**config.mk**
```make
export PLATFORM = sky130hd
export DESIGN_NAME = mem_arbiter
export DESIGN_NICKNAME = d
export VERILOG_FILES = /design/src/rtl/mem_arb_pkg.sv /design/src/rtl/mem_arb_watchdog.sv /design/src/rtl/mem_arbiter.sv
export SDC_FILE = /design/constraint.sdc
export NUM_CORES = 1
export LEC_CHECK = 0
export BUFFER_PORTS_ARGS = -buffer_cell sky130_fd_sc_hd__buf_4
export CORE_MARGIN = 5
export CORE_UTILIZATION = 30
export DETAILED_ROUTE_END_ITERATION = 10
export GPL_TIMING_DRIVEN = 0
export PLACE_DENSITY_LB_ADDON = 0.1
export RECOVER_POWER = 50
export SLEW_MARGIN = 40
export SYNTH_ARGS = -nofsm -noshare
export SYNTH_HDL_FRONTEND = slang
export SYNTH_SLANG_ARGS = --single-unit
```
**constraint.sdc**
```tcl
create_clock -name clk -period 1.3 [get_ports clk]
set_input_delay 0.065 -clock clk [delete_from_list [all_inputs] [get_ports clk]]
set_output_delay 0.065 -clock clk [all_outputs]
set_load 0.05 [all_outputs]
```
**src/rtl/mem_arb_pkg.sv**
```systemverilog
// Shared types and constants for the fetch/LSU memory arbiter.
package mem_arb_pkg;

  typedef enum logic [1:0] {
    IDLE,
    SERVE_IF,
    SERVE_LSU
  } arb_state_e;

  localparam int unsigned DEFAULT_TIMEOUT_CYCLES = 16;
  localparam logic [3:0]  FULL_MASK              = 4'hF;

endpackage

```
**src/rtl/mem_arb_watchdog.sv**
```systemverilog
// Counts cycles spent serving a transaction; flags the cycle in which the
// limit is reached. Only instantiated when MEM_ARB_TIMEOUT_EN is defined.
module mem_arb_watchdog #(
  parameter int unsigned TimeoutCycles = 16
) (
  input  logic clk,
  input  logic rst,
  input  logic start,
  input  logic active,
  output logic expired
);

  logic [7:0] count;

  always_ff @(posedge clk) begin
    if (rst || start) begin
      count <= '0;
    end else if (active && (count != 8'hFF)) begin
      count <= count + 8'd1;
    end
  end

  // count holds (serve cycle - 1), so the limit is hit in serve cycle TimeoutCycles
  assign expired = active && (count == 8'(TimeoutCycles - 1));

endmodule

```
**src/rtl/mem_arbiter.sv**
```systemverilog
// Two-master (fetch / LSU) arbiter onto a single memory port, LSU priority.
// Optional watchdog abort enabled by defining MEM_ARB_TIMEOUT_EN.
module mem_arbiter
  import mem_arb_pkg::*;
#(
  parameter int unsigned DataWidth     = 32,
  parameter int unsigned TimeoutCycles = DEFAULT_TIMEOUT_CYCLES
) (
  input  logic                 clk,
  input  logic                 rst,
  input  logic                 if_request,
  input  logic [DataWidth-1:0] if_addr,
  output logic                 if_data_valid,
  output logic [DataWidth-1:0] if_rdata,
  input  logic                 lsu_request,
  input  logic                 lsu_we_re,
  input  logic [3:0]           lsu_mask,
  input  logic [DataWidth-1:0] lsu_addr,
  input  logic [DataWidth-1:0] lsu_wdata,
  output logic                 lsu_data_valid,
  output logic [DataWidth-1:0] lsu_rdata,
  output logic                 mem_request,
  output logic                 mem_we_re,
  output logic [3:0]           mem_mask,
  output logic [DataWidth-1:0] mem_addr,
  output logic [DataWidth-1:0] mem_wdata,
  input  logic                 mem_data_valid,
  input  logic [DataWidth-1:0] mem_rdata,
  output logic                 timeout_err
);

  arb_state_e state;
  logic       expired;
  logic       done;

  if (TimeoutCycles < 2 || TimeoutCycles > 255) begin : g_bad_timeout
    $error("mem_arbiter: TimeoutCycles must be in 2..255");
  end

`ifdef MEM_ARB_TIMEOUT_EN
  mem_arb_watchdog #(
    .TimeoutCycles(TimeoutCycles)
  ) u_watchdog (
    .clk    (clk),
    .rst    (rst),
    .start  ((state == IDLE) && (lsu_request || if_request)),
    .active (state != IDLE),
    .expired(expired)
  );
`else
  assign expired = 1'b0;
`endif

  assign done = mem_data_valid || expired;

  always_ff @(posedge clk) begin
    if (rst) begin
      state       <= IDLE;
      mem_request <= 1'b0;
      mem_we_re   <= 1'b0;
      mem_mask    <= '0;
      mem_addr    <= '0;
      mem_wdata   <= '0;
    end else begin
      case (state)
        IDLE: begin
          if (lsu_request) begin
            state       <= SERVE_LSU;
            mem_request <= 1'b1;
            mem_we_re   <= lsu_we_re;
            mem_mask    <= lsu_mask;
            mem_addr    <= lsu_addr;
            mem_wdata   <= lsu_we_re ? lsu_wdata : '0;
          end else if (if_request) begin
            state       <= SERVE_IF;
            mem_request <= 1'b1;
            mem_we_re   <= 1'b0;
            mem_mask    <= FULL_MASK;
            mem_addr    <= if_addr;
            mem_wdata   <= '0;
          end
        end
        SERVE_IF, SERVE_LSU: begin
          if (done) begin
            state       <= IDLE;
            mem_request <= 1'b0;
          end
        end
        default: begin
          state       <= IDLE;
          mem_request <= 1'b0;
        end
      endcase
    end
  end

  // Completion is combinational in the serving cycle; reset suppresses it so
  // an aborted transaction never reports completion.
  always_comb begin
    if_data_valid  = 1'b0;
    lsu_data_valid = 1'b0;
    if_rdata       = '0;
    lsu_rdata      = '0;
    timeout_err    = 1'b0;
    if (!rst && done) begin
      if (state == SERVE_IF) begin
        if_data_valid = 1'b1;
        if_rdata      = mem_data_valid ? mem_rdata : '0;
      end else if (state == SERVE_LSU) begin
        lsu_data_valid = 1'b1;
        lsu_rdata      = mem_data_valid ? mem_rdata : '0;
      end
      timeout_err = (state != IDLE) && !mem_data_valid;
    end
  end

endmodule

```
Word-level counts from Yosys, hierarchy flattened
Index checks and enable logic that the tools add are counted.
{"block": "totals", "register_bits": 72, "in_bits": 138, "output_inout_bits": 137, "elab_cells": 49}
{"block": "classes", "n_eq_ne": 4, "mux": 29, "n_reduce_logical": 10}
{"op": "2-to-1 mux 32 bit", "count": 11}
{"op": "2-to-1 mux 1 bit", "count": 11}
{"op": "2-to-1 mux 4 bit", "count": 2}
{"op": "2-to-1 mux 2 bit", "count": 3}
{"op": "case mux 2 bit (2 select lines)", "count": 1}
{"op": "AND reduction 2 bit", "count": 2}
{"op": "nonzero test 2 bit", "count": 2}
{"op": "!= test 3 bit (second input constant)", "count": 1}
{"op": "equality test 2 x 1 -> 1 bit (second input constant)", "count": 1}
{"op": "equality test 2 bit (second input constant)", "count": 1}
{"op": "logical AND 1 bit", "count": 2}
{"op": "logical NOT 1 bit", "count": 2}
{"op": "logical NOT 2 bit", "count": 1}
{"op": "!= test 2 bit (second input constant)", "count": 1}
{"op": "case mux 1 bit (2 select lines)", "count": 1}
{"op": "OR reduction 2 bit", "count": 1}

Logic depth before layout (Yosys ltp)
Gate-level depths: netlist of the first run.
{"block": "logic_depth", "word_depth": 4, "mapped_depth": 7, "mapped_depth_nobuf": 5}

Worst setup path after synthesis of the first run
OpenSTA, ideal clock, no wires.
{"block": "synth_path", "kind": "register -> output", "start": "register state[1]", "end": "output lsu_rdata[10]", "arrival_ps": 1424, "required_ps": 1235, "slack_ps": -189, "stages_incl_launch_ff": 6, "path_buffers": 1, "cell_sequence": "dfxtp_1 inv_1 ha_1 and3b_4 buf_6 and2_1"}
{"block": "synth_via", "elab_chain_len": 4, "elab_cells_between_ends": 5, "cone_classes": "eq/ne (2); mux (3)"}
{"item": "from (decl)", "line": "mem_arbiter.sv:32", "text": "arb_state_e state;"}
{"item": "from (signal assigned)", "line": "mem_arbiter.sv:58", "text": "state <= IDLE;"}
{"item": "from (signal assigned)", "line": "mem_arbiter.sv:68", "text": "state <= SERVE_LSU;"}
{"item": "from (signal assigned)", "line": "mem_arbiter.sv:75", "text": "state <= SERVE_IF;"}
{"item": "equality test 2 bit", "line": "mem_arbiter.sv:109", "text": "end else if (state == SERVE_LSU) begin"}
{"item": "2-to-1 mux 32 bit", "line": "mem_arbiter.sv:109"}
{"item": "2-to-1 mux 32 bit (*)", "line": "mem_arbiter.sv:106", "text": "if (state == SERVE_IF) begin"}
{"item": "2-to-1 mux 32 bit (*)", "line": "mem_arbiter.sv:105", "text": "if (!rst && done) begin"}
{"item": "to (decl)", "line": "mem_arbiter.sv:21", "text": "output logic [DataWidth-1:0] lsu_rdata,"}
Mark *: on every way between the ends. The rest lies on a longest branch, timed or not.

Final worst setup path of the first run
{"block": "layout_path", "start": "register state[1]", "end": "output lsu_rdata[8]"}
Same word-level chain as after synthesis.

==> reports/qor.txt, run 1 <==
===========================================================================================
Status ....................................................................... complete, but fails checks
Failing checks ............................................................... negative hold slack, negative setup slack
Global-route wire length before repair .......................................      20.9 mm
Share of the yosys chip area belonging to registers ..........................        36.9%
Launch instance of the worst register-to-register path .......................     state[1]
Share of the synthesized area in the top cell type ...........................        36.9%
Main combinational cell family by area after synthesis ....................... simple AND/OR/NAND/NOR gates
Compound-cell area share of the yosys netlist ................................        22.0%
Horizontal extent of the die .................................................       124 um
Layout-stage area growth over the synthesis result ...........................         105%
Half-perimeter wire length after detailed placement ..........................      10.9 mm
Mapped Nets ..................................................................          518
Die area .....................................................................   0.0154 mm2
Clock latency on the worst-skew pair .........................................      0.33 ns
R2R setup slack ..............................................................     -0.24 ns
ANT nets after route .........................................................            0
Classification of the worst setup path .......................................   reg -> out
Min-delay worst type .........................................................    in -> reg
Vert. Die Dim ................................................................       124 um
Clock Tree Root ..............................................................    clkbuf_16
Max-cap violations ...........................................................            0
Post-route DRC ...............................................................            0
Source of the critical timing path ...........................................     state[1]
Initial cell density of the core .............................................        30.8%
DR vias/cell .................................................................         4.62
Relative max-transition margin ...............................................        53.4%
Maximum operating frequency ..................................................    0.566 GHz
Number of standard cells after synthesis .....................................          375
TritonCTS clock tree .........................................................        built
Multiplexer share of the synthesized area ....................................        8.21%
Final min period .............................................................      1.77 ns
Avg WL per Cell ..............................................................      17.2 um
GR Overflow Total ............................................................            0
Number of sinks on the clock net .............................................           72
Biggest fanout along the worst timing path ...................................            8
Share of final-layout standard cells stronger than drive strength 1 ..........        71.0%
Number of design-rule violations left by the first detailed-router iteration .          117
Finish-stage setup viols .....................................................          136
Number of primary I/O pins ...................................................          275
Placeable Area ...............................................................   0.0127 mm2
Number of optimization iterations in the first detailed-route pass ...........            4
Total of flip-flops plus latches after synthesis .............................           72
Worst ir drop on vdd .........................................................       742 uV
WP data required .............................................................      1.24 ns
Total track usage ............................................................        17.3%
Critical path capture point type .............................................   output pin
Average footprint of a synthesized cell ......................................     10.4 um2
Hold wc startpoint ...........................................................  lsu_mask[2]
Crit path to ................................................................. lsu_rdata[8]
Worst slew pin tran ..........................................................     0.699 ns
Final Hold Viols .............................................................            1
Final total power ............................................................      8690 uW
Worst hold margin ............................................................   -0.0138 ns
Final weighted congestion in routability-driven placement ....................        0.731
Post-synthesis instance area .................................................  0.00390 mm2
Worst-case clock buffer depth ................................................            2
Setup repair after global routing missed its margin ..........................         true
Worst reg2reg path depth .....................................................            8
Cell count after placement ...................................................          819
Synth warnings ...............................................................            0
Parity-gate share of the synthesized area counting xor and xnor cells ........           0%
Antenna diode instance count .................................................            0
Number of buffers inserted during clock tree synthesis .......................            9
Slew Limit Fails .............................................................            0
Reg2reg end .................................................................. mem_wdata[25]
Critical path startpoint category ............................................     register
Initial antenna violation count ..............................................            0
Data arrival, critical path ..................................................      1.70 ns
H-tree depth .................................................................            3
Clock Skew ...................................................................   0.00455 ns
Vias in the first global route ...............................................         4146
Final Instance Count excl. Fillers ...........................................          900
Pin count of the biggest net entering global routing .........................           12
DR vias ......................................................................         4158
Top cells by area, synth ..................................................... dfxtp_1, a211oi_2, a22oi_2
Pwr Density ..................................................................  1090 mW/mm2
Number of input and output port buffers inserted .............................          272
Fin worst setup slack ........................................................    -0.468 ns
Post-route fraction of the period consumed by the critical path ..............         136%
Number of nets in the layout .................................................          866
Cell leakage power ...........................................................   0.00363 uW
Adder-cell share of the synthesized area .....................................        1.60%
Cell row count ...............................................................           41
Cell accounting for the most synthesized area ................................      dfxtp_1
Total length of routed wires .................................................      15.5 mm
Setup TNS Final ..............................................................    -35.40 ns
Simple-gate area share of the yosys netlist ..................................        22.1%
Area after detailed placement ................................................  0.00627 mm2
Clock slew at the register clock pins of the worst setup and hold paths ......      0.06 ns
Fin area .....................................................................  0.00800 mm2
Netlist cell types ...........................................................           32
===========================================================================================
## per-layer routing
layer	track usage, %	share of wire, %	vias to the layer above	wire length (um)
met2	32.6	53	171	8130
met4	6.37	1.7	0	261
met3	4.72	9.1	19	1410
li1	-	-	2016	-
met5	0	0	-	0
met1	18.3	37	1952	5670
## synth_stat cells
cell type	n
a211oi_2	32
a21o_1	1
a21oi_1	3
a21oi_2	1
a22oi_1	3
a22oi_2	29
and2_1	34
and3_1	33
and3b_4	1
buf_12	6
buf_4	4
buf_6	13
clkbuf_1	13
conb_1	1
dfxtp_1	72
ha_1	5
inv_1	2
mux2i_1	32
nand2_1	1
nand2b_1	2
nand3_1	1
nand3b_1	1
nand4b_1	1
nor2_1	44
nor2_2	29
nor2b_1	1
nor2b_4	1
nor3_1	4
nor3b_1	1
o21a_4	1
o21ai_0	2
o21ai_4	1
## state kept, by name, indices dropped and copies added (netlist names)
| register | flops |
|---|---|
| mem_we_re | 1 |
| mem_mask | 4 |
| mem_request | 1 |
| mem_wdata | 32 |
| mem_addr | 32 |
| state | 2 |
## metrics by stage
step	setup slack [ns]	utilization (%)	hold WS (ns)
floorplan	-0.0666	-	0.199
global placement	-0.186	49.5	0.292
detailed placement	-0.223	49.5	0.297
CTS	-0.447	57.4	0.00362
global route	-0.524	63.1	0.0262
finish	-0.468	63.1	-0.0138
## placed cells by master (no fill, tap or decap), drive strengths merged, types with 2 or more instances in the layout
| master | synthesis | routed |
|---|---|---|
| mux2i | 32 | 32 |
| a21oi | 4 | 4 |
| dlygate4sd3 | 0 | 35 |
| buf | 23 | 285 |
| and3 | 33 | 34 |
| clkbuf | 13 | 66 |
| ha | 5 | 5 |
| dfxtp | 72 | 72 |
| nor3 | 4 | 4 |
| a211oi | 32 | 32 |
| nand2b | 2 | 2 |
| nor2 | 73 | 73 |
| o21ai | 3 | 3 |
| nor2b | 2 | 2 |
| a22oi | 32 | 32 |
| and2 | 34 | 34 |
| inv | 2 | 2 |
## worst max-delay path: stages, from the launching register on
cell,delay [ns]
dfxtp_2,0.35
inv_4,0.05
ha_4,0.14
and3b_4,0.39
buf_6,0.15
and2_4,0.15
buf_8,0.14
## worst min path at each step
| stage | endpoint | slack [ns] | cells after the start |
|---|---|---|---|
| 6_report | mem_mask[2] | -0.01 | 3 |
| 5_1_grt | mem_mask[2] | 0.03 | 3 |
| 4_1_cts | mem_mask[2] | 0.004 | 3 |
| 3_5_place_dp | mem_wdata[9] | 0.30 | 3 |
| 3_3_place_gp | mem_wdata[22] | 0.29 | 3 |
| 2_1_floorplan | mem_wdata[10] | 0.20 | 2 |
## logic make-up after synthesis
| family | after synthesis |
|---|---|
| fa+ha+maj | 5 |
| buf+inv | 38 |
| mux | 32 |
| other cells | 1 |
| compound gates | 73 |
| simple gates | 154 |
| flops | 72 |
## final cells by class
type	count	area, um2
clock buffer	14	284
multi-input combinational	266	2430
clock inverter	2	35.0
inverter	2	12.5
timing repair buffer	338	3190
sequential	72	1450
buffer	34	390
fill	1015	4670
tap	172	215
## repair_timing
item                       4_1_cts  5_1_grt
setup endpoints to repair      137      138
setup buffers                    2       17
hold buffers                    35        0
hold endpoints to repair        35        0
pin swaps                       26        5
gates cloned                     3       11
gates resized for setup         85      139
## power by group
| part | internal [uW] | switching, uW | total [uW] |
|---|---|---|---|
| registers | 2430 | 129 | 2560 |
| logic | 1520 | 2000 | 3520 |
| clock network | 1690 | 919 | 2610 |
No activity file was read; power rests on OpenSTA's default activity.
==> run 2, diff against run 1 <==
--- a/config.mk
+++ b/config.mk
@@ -5,6 +5,7 @@
 export SDC_FILE = /design/constraint.sdc
 export NUM_CORES = 1
 export LEC_CHECK = 0
+export ABC_AREA = 1
 export BUFFER_PORTS_ARGS = -buffer_cell sky130_fd_sc_hd__buf_4
 export CORE_MARGIN = 5
 export CORE_UTILIZATION = 30
==> run 2 against run 1 <==
  * Worst setup slack improved by 0.11 ns
  * Design area fell by 6.4%
  * Count of clock-buffer cells in the layout down 2
  * Via count increased by 11%
  * Largest cell class unchanged
  * Clock power shrank 6%
  * Register-to-register slack about the same
  * Final cell count is 14% higher
  * Largest power group unchanged
  * Critical path type unchanged
  * The run ends with negative setup slack left
  * Non-clock buffer count is 14 lower
  * Flip-flop and latch count did not move
  * Worst hold slack better by 0.020 ns
==> reports/qor.txt, run 2 <==
===========================================================================================
Status ....................................................................... complete, but fails checks
Failing checks ............................................................... negative setup slack
Pwr Density ..................................................................  1060 mW/mm2   -2.8%
Layout-stage area growth over the synthesis result ...........................         116%
Net Switching ................................................................      2880 uW   -5.3%
Regs by FF count ............................................................. mem_addr: 32 flops, mem_wdata: 32 flops, mem_mask: 4 flops
Antenna diode instance count .................................................            0   unchanged
Worst-case clock buffer depth ................................................            2   unchanged
Worst reg2reg path depth .....................................................            9   +1
DR vias/cell .................................................................         4.49   -2.7%
Netlist cell types ...........................................................           19   -41%
Biggest fanout along the worst timing path ...................................            5   -3
WP data required .............................................................      1.24 ns   about the same
Total length of routed wires .................................................      15.2 mm   -1.5%
Number of synthesized flops with an enable pin ...............................            0   unchanged
Number of nets in the layout .................................................         1019   +18%
Data arrival, critical path ..................................................      1.59 ns   -0.11 ns
Kind of cell adding the most delay to the critical path ...................... buffers and inverters
Power Internal ...............................................................      5020 uW   -11%
Hold wc startpoint ........................................................... lsu_wdata[10]
Average footprint of a synthesized cell ......................................     6.39 um2   -39%
Number of design-rule violations left by the first detailed-router iteration .          166   +42%
Clk network pwr share ........................................................        31.1%   +1.1 points
Post-synthesis async set-or-reset flop share .................................           0%   unchanged
Share of the yosys chip area belonging to registers ..........................        41.6%   +4.7 points
Number of primary I/O pins ...................................................          275   unchanged
Placeable Area ...............................................................   0.0114 mm2   -10%
Number of optimization iterations in the first detailed-route pass ...........            5   +1
Total of flip-flops plus latches after synthesis .............................           72   unchanged
Cell row count ...............................................................           39   -4.9%
DR vias ......................................................................         4597   +11%
Clock latency on the worst-skew pair .........................................      0.33 ns   about the same
Setup TNS Final ..............................................................    -31.10 ns   +4.30 ns
R2R setup slack ..............................................................     -0.24 ns   about the same
Clock slew at the register clock pins of the worst setup and hold paths ......      0.06 ns   about the same
Max-cap violations ...........................................................            0   unchanged
Number of buffers inserted during clock tree synthesis .......................            9   unchanged
Clock Skew ...................................................................   0.00698 ns   +0.00244 ns
Slew Limit Fails .............................................................            0   unchanged
Number of standard cells after synthesis .....................................          542   +45%
Most used flip-flop cell after synthesis .....................................      dfxtp_1
Worst setup slack before clock tree synthesis ................................    -0.252 ns   -0.0287 ns
Leading cell type in the layout, fill and taps excluded ......................        buf_4
Final-layout fill cell count .................................................          948   -6.6%
Simple-gate area share of the yosys netlist ..................................        27.7%   +5.6 points
Critical path capture point type .............................................   output pin
Parity-gate share of the synthesized area counting xor and xnor cells ........           0%   unchanged
ANT nets after route .........................................................            0   unchanged
Launch instance of the worst register-to-register path .......................     state[1]
Synth warnings ...............................................................            0   unchanged
Min-delay worst type .........................................................    in -> reg
Number of buffers and inverters on the critical path .........................            4   +1
Main combinational cell family by area after synthesis ....................... simple AND/OR/NAND/NOR gates
Maximum operating frequency ..................................................    0.602 GHz   +6.5%
Fin area .....................................................................  0.00749 mm2   -6.4%
Dominant cell by count in the synthesized netlist ............................       nor2_1
List of most frequent post-synthesis cells ................................... nor2_1, nand2_1, dfxtp_1, inv_1, o21ai_0
Top cells by area, synth ..................................................... dfxtp_1, nor2_1, nand2_1
Finish-stage setup viols .....................................................          135   -0.74%
Clock Tree Root ..............................................................    clkbuf_16
Gate power share .............................................................        36.6%   -3.9 points
Cell accounting for the most synthesized area ................................      dfxtp_1
Final total power ............................................................      7900 uW   -9.1%
Final Instance Count excl. Fillers ...........................................         1023   +14%
Number of input and output port buffers inserted .............................          272   unchanged
Initial cell density of the core .............................................        30.5%   -0.34 points
Share of the synthesized area in the top cell type ...........................        41.6%   +4.7 points
Hold path depth ..............................................................            3   unchanged
Cell leakage power ...........................................................   0.00361 uW   -0.40%
Largest stage delay, worst path ..............................................      0.36 ns   -0.03 ns
Multiplexer share of the synthesized area ....................................           0%   -8.2 points
Vert. Die Dim ................................................................       117 um   -5.3%
Classification of the worst setup path .......................................   reg -> out
Critical-path cell list ...................................................... inv_4 -> ha_4 -> nand3_4 -> buf_12 -> clkbuf_16 -> nor2_4 -> buf_6
GR Overflow Total ............................................................            0   unchanged
Post-route DRC ...............................................................            0   unchanged
Mapped Nets ..................................................................          685   +32%
H-tree depth .................................................................            3   unchanged
Cell count after placement ...................................................          957   +17%
Setup repair after global routing missed its margin ..........................         true
Hold endpoint ................................................................ mem_wdata[10]
Final Hold Viols .............................................................            0   -1
Horizontal extent of the die .................................................       117 um   -5.3%
Adder-cell share of the synthesized area .....................................        1.81%   +0.20 points
Global-route wire length before repair .......................................      24.5 mm   +17%
Post-route fraction of the period consumed by the critical path ..............         128%   -8.3 points
Final min period .............................................................      1.66 ns   -0.108 ns
TritonCTS clock tree .........................................................        built
Net switching share of the total power .......................................        36.5%   +1.5 points
Area after detailed placement ................................................  0.00623 mm2   -0.70%
Final weighted congestion in routability-driven placement ....................        0.768   +5.1%
Avg WL per Cell ..............................................................      14.9 um   -13%
Fin worst setup slack ........................................................    -0.360 ns   +0.108 ns
Commonest cells after routing, fill and taps aside ........................... buf_4, nand2_1, nor2_1, dfxtp_1
Slowest cell on crit path ....................................................      dfxtp_4
Worst ir drop on vdd .........................................................       756 uV   +1.9%
Share of total power in sequential cells .....................................        32.3%   +2.8 points
Total track usage ............................................................        21.4%   +4.1 points
Critical path startpoint category ............................................     register
Share of final-layout standard cells stronger than drive strength 1 ..........        48.1%   -23 points
Vias in the first global route ...............................................         4758   +15%
Reg2reg end .................................................................. mem_wdata[17]
Initial antenna violation count ..............................................            0   unchanged
Number of sinks on the clock net .............................................           72   unchanged
Half-perimeter wire length after detailed placement ..........................      11.2 mm   +1.9%
Pin count of the biggest net entering global routing .........................           12   unchanged
Compound-cell area share of the yosys netlist ................................        15.2%   -6.8 points
Post-synthesis instance area .................................................  0.00346 mm2   -11%
Die area .....................................................................   0.0138 mm2   -10%
===========================================================================================
==> run 2: metal layers <==
layer	share of wire, %	track usage [%]	vias up
met5	0	0	-
met4	1.3	5.22	0
met3	8.0	7.27	14
met2	54	40.0	167
met1	37	22.9	2096
li1	-	-	2320
==> run 2: cells by family (layout without fill, tap and decap cells) <==
kind of cell             after synthesis  count (layout)
AO/OA/AOI/OAI                        105             105
adder cells (fa/ha/maj)                5               5
buffers and inverters                108             446
flip-flops                            72              72
other                                  1               1
AND/OR/NAND/NOR                      251             251
==> run 2: area by class of cell <==
type	instances	area [um2]	share of cell area, %
Sequential cell	72	1450	19.4
Timing Repair Buffer	324	2850	38.1
Multi-Input combinational cell	362	2120	28.3
Buffer	34	310	4.15
Inverter	73	284	3.79
Clock buffer	12	246	3.29
Tap cell	143	179	2.39
Clock inverter	3	42.5	0.568
==> run 2: worst min-delay path, cell delays in order <==
cell and delay, ns:
buf_4 0.11, nand2_1 0.06, a21oi_1 0.06
==> run 2: repair_timing <==
item                                    CTS  global route
buffers inserted                         15             4
gates cloned                              6             1
gates resized for setup                 115            42
pin swaps                                 7             7
endpoints found under the setup margin  135           138
hold buffers                             28             0
endpoints found under the hold margin    28             0
==> run 2: worst max-delay path by stage <==
stage               startpoint             to  cells past startpoint
floorplan             state[0]  lsu_rdata[10]                      7
global placement      state[1]  mem_wdata[22]                      7
detailed placement    state[1]  mem_wdata[19]                      7
CTS                   state[1]  lsu_rdata[10]                      7
global route          state[0]  lsu_rdata[27]                      8
finish                state[1]   if_rdata[27]                      7
==> run 2: metrics by stage <==
| stage | util (%) | hold WS [ns] |
|---|---|---|
| final | 65.8 | 0.00622 |
| after global routing | 65.8 | 0.00569 |
| after CTS | 65.3 | 0.00404 |
| after detailed placement | 54.8 | 0.334 |
| after global placement | 54.8 | 0.330 |
| after floorplan | - | 0.212 |
==> run 2: power by group through the flow <==
stage                     clock (uW)  sequential [uW]  combinational [uW]
after detailed placement           0             2590                2650
after floorplan                    0             3310                 966
final                           2460             2550                2900
after global routing            2620             2580                3090
after CTS                       2520             2550                2930
after global placement             0             2580                2620
==> run 3, diff against run 2 <==
--- a/config.mk
+++ b/config.mk
@@ -12,7 +12,7 @@
 export DETAILED_ROUTE_END_ITERATION = 10
 export GPL_TIMING_DRIVEN = 0
 export PLACE_DENSITY_LB_ADDON = 0.1
-export RECOVER_POWER = 50
+export RECOVER_POWER = 25
 export SLEW_MARGIN = 40
 export SYNTH_ARGS = -nofsm -noshare
 export SYNTH_HDL_FRONTEND = slang
==> run 3 against run 2 <==
  * The run still ends with negative setup slack left
  * Critical path depth unchanged
  * Worst hold slack hardly changed
  * Die area stayed put
  * Via count shrank 0.33%
  * Sequential power barely moved
  * Count of clock-buffer cells in the layout unchanged
  * Worst setup slack worse by 0.0011 ns
  * Non-clock buffer count unchanged
  * Critical path type unchanged
==> reports/qor.txt, run 3 (same netlist as run 2, synthesis figures left out) <==
===========================================================================================
Status ....................................................................... complete, but fails checks
Failing checks ............................................................... negative setup slack
Maximum operating frequency ..................................................    0.602 GHz   about the same
Worst-case clock buffer depth ................................................            2   unchanged
Post-route fraction of the period consumed by the critical path ..............         128%   about the same
Clock Tree Root ..............................................................    clkbuf_16
Vert. Die Dim ................................................................       117 um   unchanged
Slowest cell on crit path ....................................................      dfxtp_4
ANT nets after route .........................................................            0   unchanged
WP data required .............................................................      1.24 ns   about the same
Critical path startpoint category ............................................     register
Cell leakage power ...........................................................   0.00362 uW   +0.38%
Horizontal extent of the die .................................................       117 um   unchanged
R2R setup slack ..............................................................     -0.24 ns   about the same
Final Instance Count excl. Fillers ...........................................         1023   unchanged
Post-route DRC ...............................................................            0   unchanged
Final-layout fill cell count .................................................          934   -1.5%
Global-route wire length before repair .......................................      24.5 mm   unchanged
Classification of the worst setup path .......................................   reg -> out
Clock slew at the register clock pins of the worst setup and hold paths ......      0.06 ns   about the same
Final total power ............................................................      7950 uW   +0.57%
Setup repair after global routing missed its margin ..........................         true
Antenna diode instance count .................................................            0   unchanged
Min-delay worst type .........................................................    in -> reg
Largest stage delay, worst path ..............................................      0.36 ns   about the same
Number of optimization iterations in the first detailed-route pass ...........            4   -1
Total track usage ............................................................        21.4%   unchanged
Data arrival, critical path ..................................................      1.60 ns   about the same
Launch instance of the worst register-to-register path .......................     state[1]
Placeable Area ...............................................................   0.0114 mm2   unchanged
Regs by FF count ............................................................. mem_addr: 32 flops, mem_wdata: 32 flops, mem_mask: 4 flops
Worst reg2reg path depth .....................................................            9   unchanged
Number of primary I/O pins ...................................................          275   unchanged
DR vias ......................................................................         4582   -0.33%
Leading cell type in the layout, fill and taps excluded ......................        buf_4
Max-cap violations ...........................................................            0   unchanged
Final weighted congestion in routability-driven placement ....................        0.768   unchanged
H-tree depth .................................................................            3   unchanged
Number of sinks on the clock net .............................................           72   unchanged
TritonCTS clock tree .........................................................        built
Final Hold Viols .............................................................            0   unchanged
Kind of cell adding the most delay to the critical path ...................... buffers and inverters
Slew Limit Fails .............................................................            0   unchanged
Total length of routed wires .................................................      15.3 mm   +0.37%
Final min period .............................................................      1.66 ns   +0.00113 ns
Number of buffers and inverters on the critical path .........................            4   unchanged
Area after detailed placement ................................................  0.00623 mm2   unchanged
Clock latency on the worst-skew pair .........................................      0.33 ns   about the same
Initial cell density of the core .............................................        30.5%   unchanged
Initial antenna violation count ..............................................            0   unchanged
Gate power share .............................................................        36.9%   +0.3 points
Die area .....................................................................   0.0138 mm2   unchanged
Net Switching ................................................................      2890 uW   +0.25%
Critical-path cell list ...................................................... inv_4 -> ha_4 -> nand3_4 -> buf_12 -> clkbuf_16 -> nor2_4 -> buf_6
Number of input and output port buffers inserted .............................          272   unchanged
Number of nets in the layout .................................................         1019   unchanged
Power Internal ...............................................................      5060 uW   +0.75%
Path length in cells of the critical path ....................................            7   unchanged
Fin worst setup slack ........................................................    -0.361 ns   -0.00113 ns
Number of buffers inserted during clock tree synthesis .......................            9   unchanged
Half-perimeter wire length after detailed placement ..........................      11.2 mm   unchanged
Worst setup slack before clock tree synthesis ................................    -0.252 ns   unchanged
Pin count of the biggest net entering global routing .........................           12   unchanged
Number of design-rule violations left by the first detailed-router iteration .          187   +13%
Net switching share of the total power .......................................        36.4%   -0.12 points
Reg2reg end .................................................................. mem_wdata[17]
Critical path capture point type .............................................   output pin
Worst ir drop on vdd .........................................................       756 uV   about the same
Crit path to ................................................................. if_rdata[27]
Avg WL per Cell ..............................................................      14.9 um   +0.37%
Layout-stage area growth over the synthesis result ...........................         117%
Setup TNS Final ..............................................................    -31.11 ns   -0.00770 ns
GR Overflow Total ............................................................            0   unchanged
Pwr Density ..................................................................  1060 mW/mm2   about the same
DR vias/cell .................................................................         4.48   -0.33%
Finish-stage setup viols .....................................................          135   unchanged
Biggest fanout along the worst timing path ...................................            5   unchanged
Source of the critical timing path ...........................................     state[1]
Clk network pwr share ........................................................        31.0%   about the same
Commonest cells after routing, fill and taps aside ........................... buf_4, nand2_1, nor2_1, dfxtp_1
Clock Skew ...................................................................   0.00900 ns   +0.00201 ns
Cell count after placement ...................................................          957   unchanged
Share of final-layout standard cells stronger than drive strength 1 ..........        48.1%   unchanged
Vias in the first global route ...............................................         4758   unchanged
Cell row count ...............................................................           39   unchanged
Fin area .....................................................................  0.00753 mm2   +0.60%
Share of total power in sequential cells .....................................        32.1%   -0.2 points
===========================================================================================
## run 3: how the worst min path moves through the flow
stage | depth (start not counted) | from | slack, ns | end
3_3_place_gp | 3 | lsu_wdata[11] | 0.33 | mem_wdata[11]
2_1_floorplan | 2 | lsu_wdata[0] | 0.21 | mem_wdata[0]
4_1_cts | 3 | lsu_wdata[14] | 0.004 | mem_wdata[14]
6_report | 3 | lsu_wdata[10] | 0.006 | mem_wdata[10]
3_5_place_dp | 3 | lsu_wdata[31] | 0.33 | mem_wdata[31]
5_1_grt | 3 | lsu_wdata[10] | 0.006 | mem_wdata[10]
## run 3: routing by layer
metal	global-route usage, %	wire, um	vias to the layer above	part of all wire (%)
met2	40.0	8250	163	54
met1	22.9	5660	2087	37
met4	5.22	194	0	1.3
li1	-	-	2318	-
met3	7.27	1190	14	7.8
met5	0	0	-	0
## run 3: power by group through the flow
stage,logic [uW],registers [uW],clock network [uW]
after floorplan,966,3310,0
after global placement,2620,2580,0
after detailed placement,2650,2590,0
after CTS,2930,2550,2520
after global routing,3130,2580,2620
final,2940,2550,2460
## run 3: layout make-up
cell class / instances / area, um2 / share of cell area [%]
plain buffers: 34 / 310 / 4.12
clock inverters: 3 / 42.5 / 0.565
repair buffers: 324 / 2900 / 38.5
inverters: 73 / 284 / 3.77
well taps: 143 / 179 / 2.38
flip-flops and latches: 72 / 1450 / 19.2
clock buffers: 12 / 246 / 3.27
multi-input cells: 362 / 2120 / 28.2
## run 3: repair_timing
action,4_1_cts,5_1_grt
hold buffers,28,0
hold endpoints to repair,28,0
gates cloned,6,1
pin swaps,7,7
gates resized for setup,115,42
setup buffers,15,4
endpoints found under the setup margin,135,138
## run 3: tightest hold or removal path, stage by stage
cell	delay, ns
buf_4	0.11
nand2_1	0.06
a21oi_1	0.06
## run 3: per-stage QoR
step                hold WS, ns  util [%]
global placement          0.330      54.8
floorplan                 0.212         -
finish                  0.00614      66.2
CTS                     0.00404      65.3
detailed placement        0.334      54.8
global route            0.00569      66.2
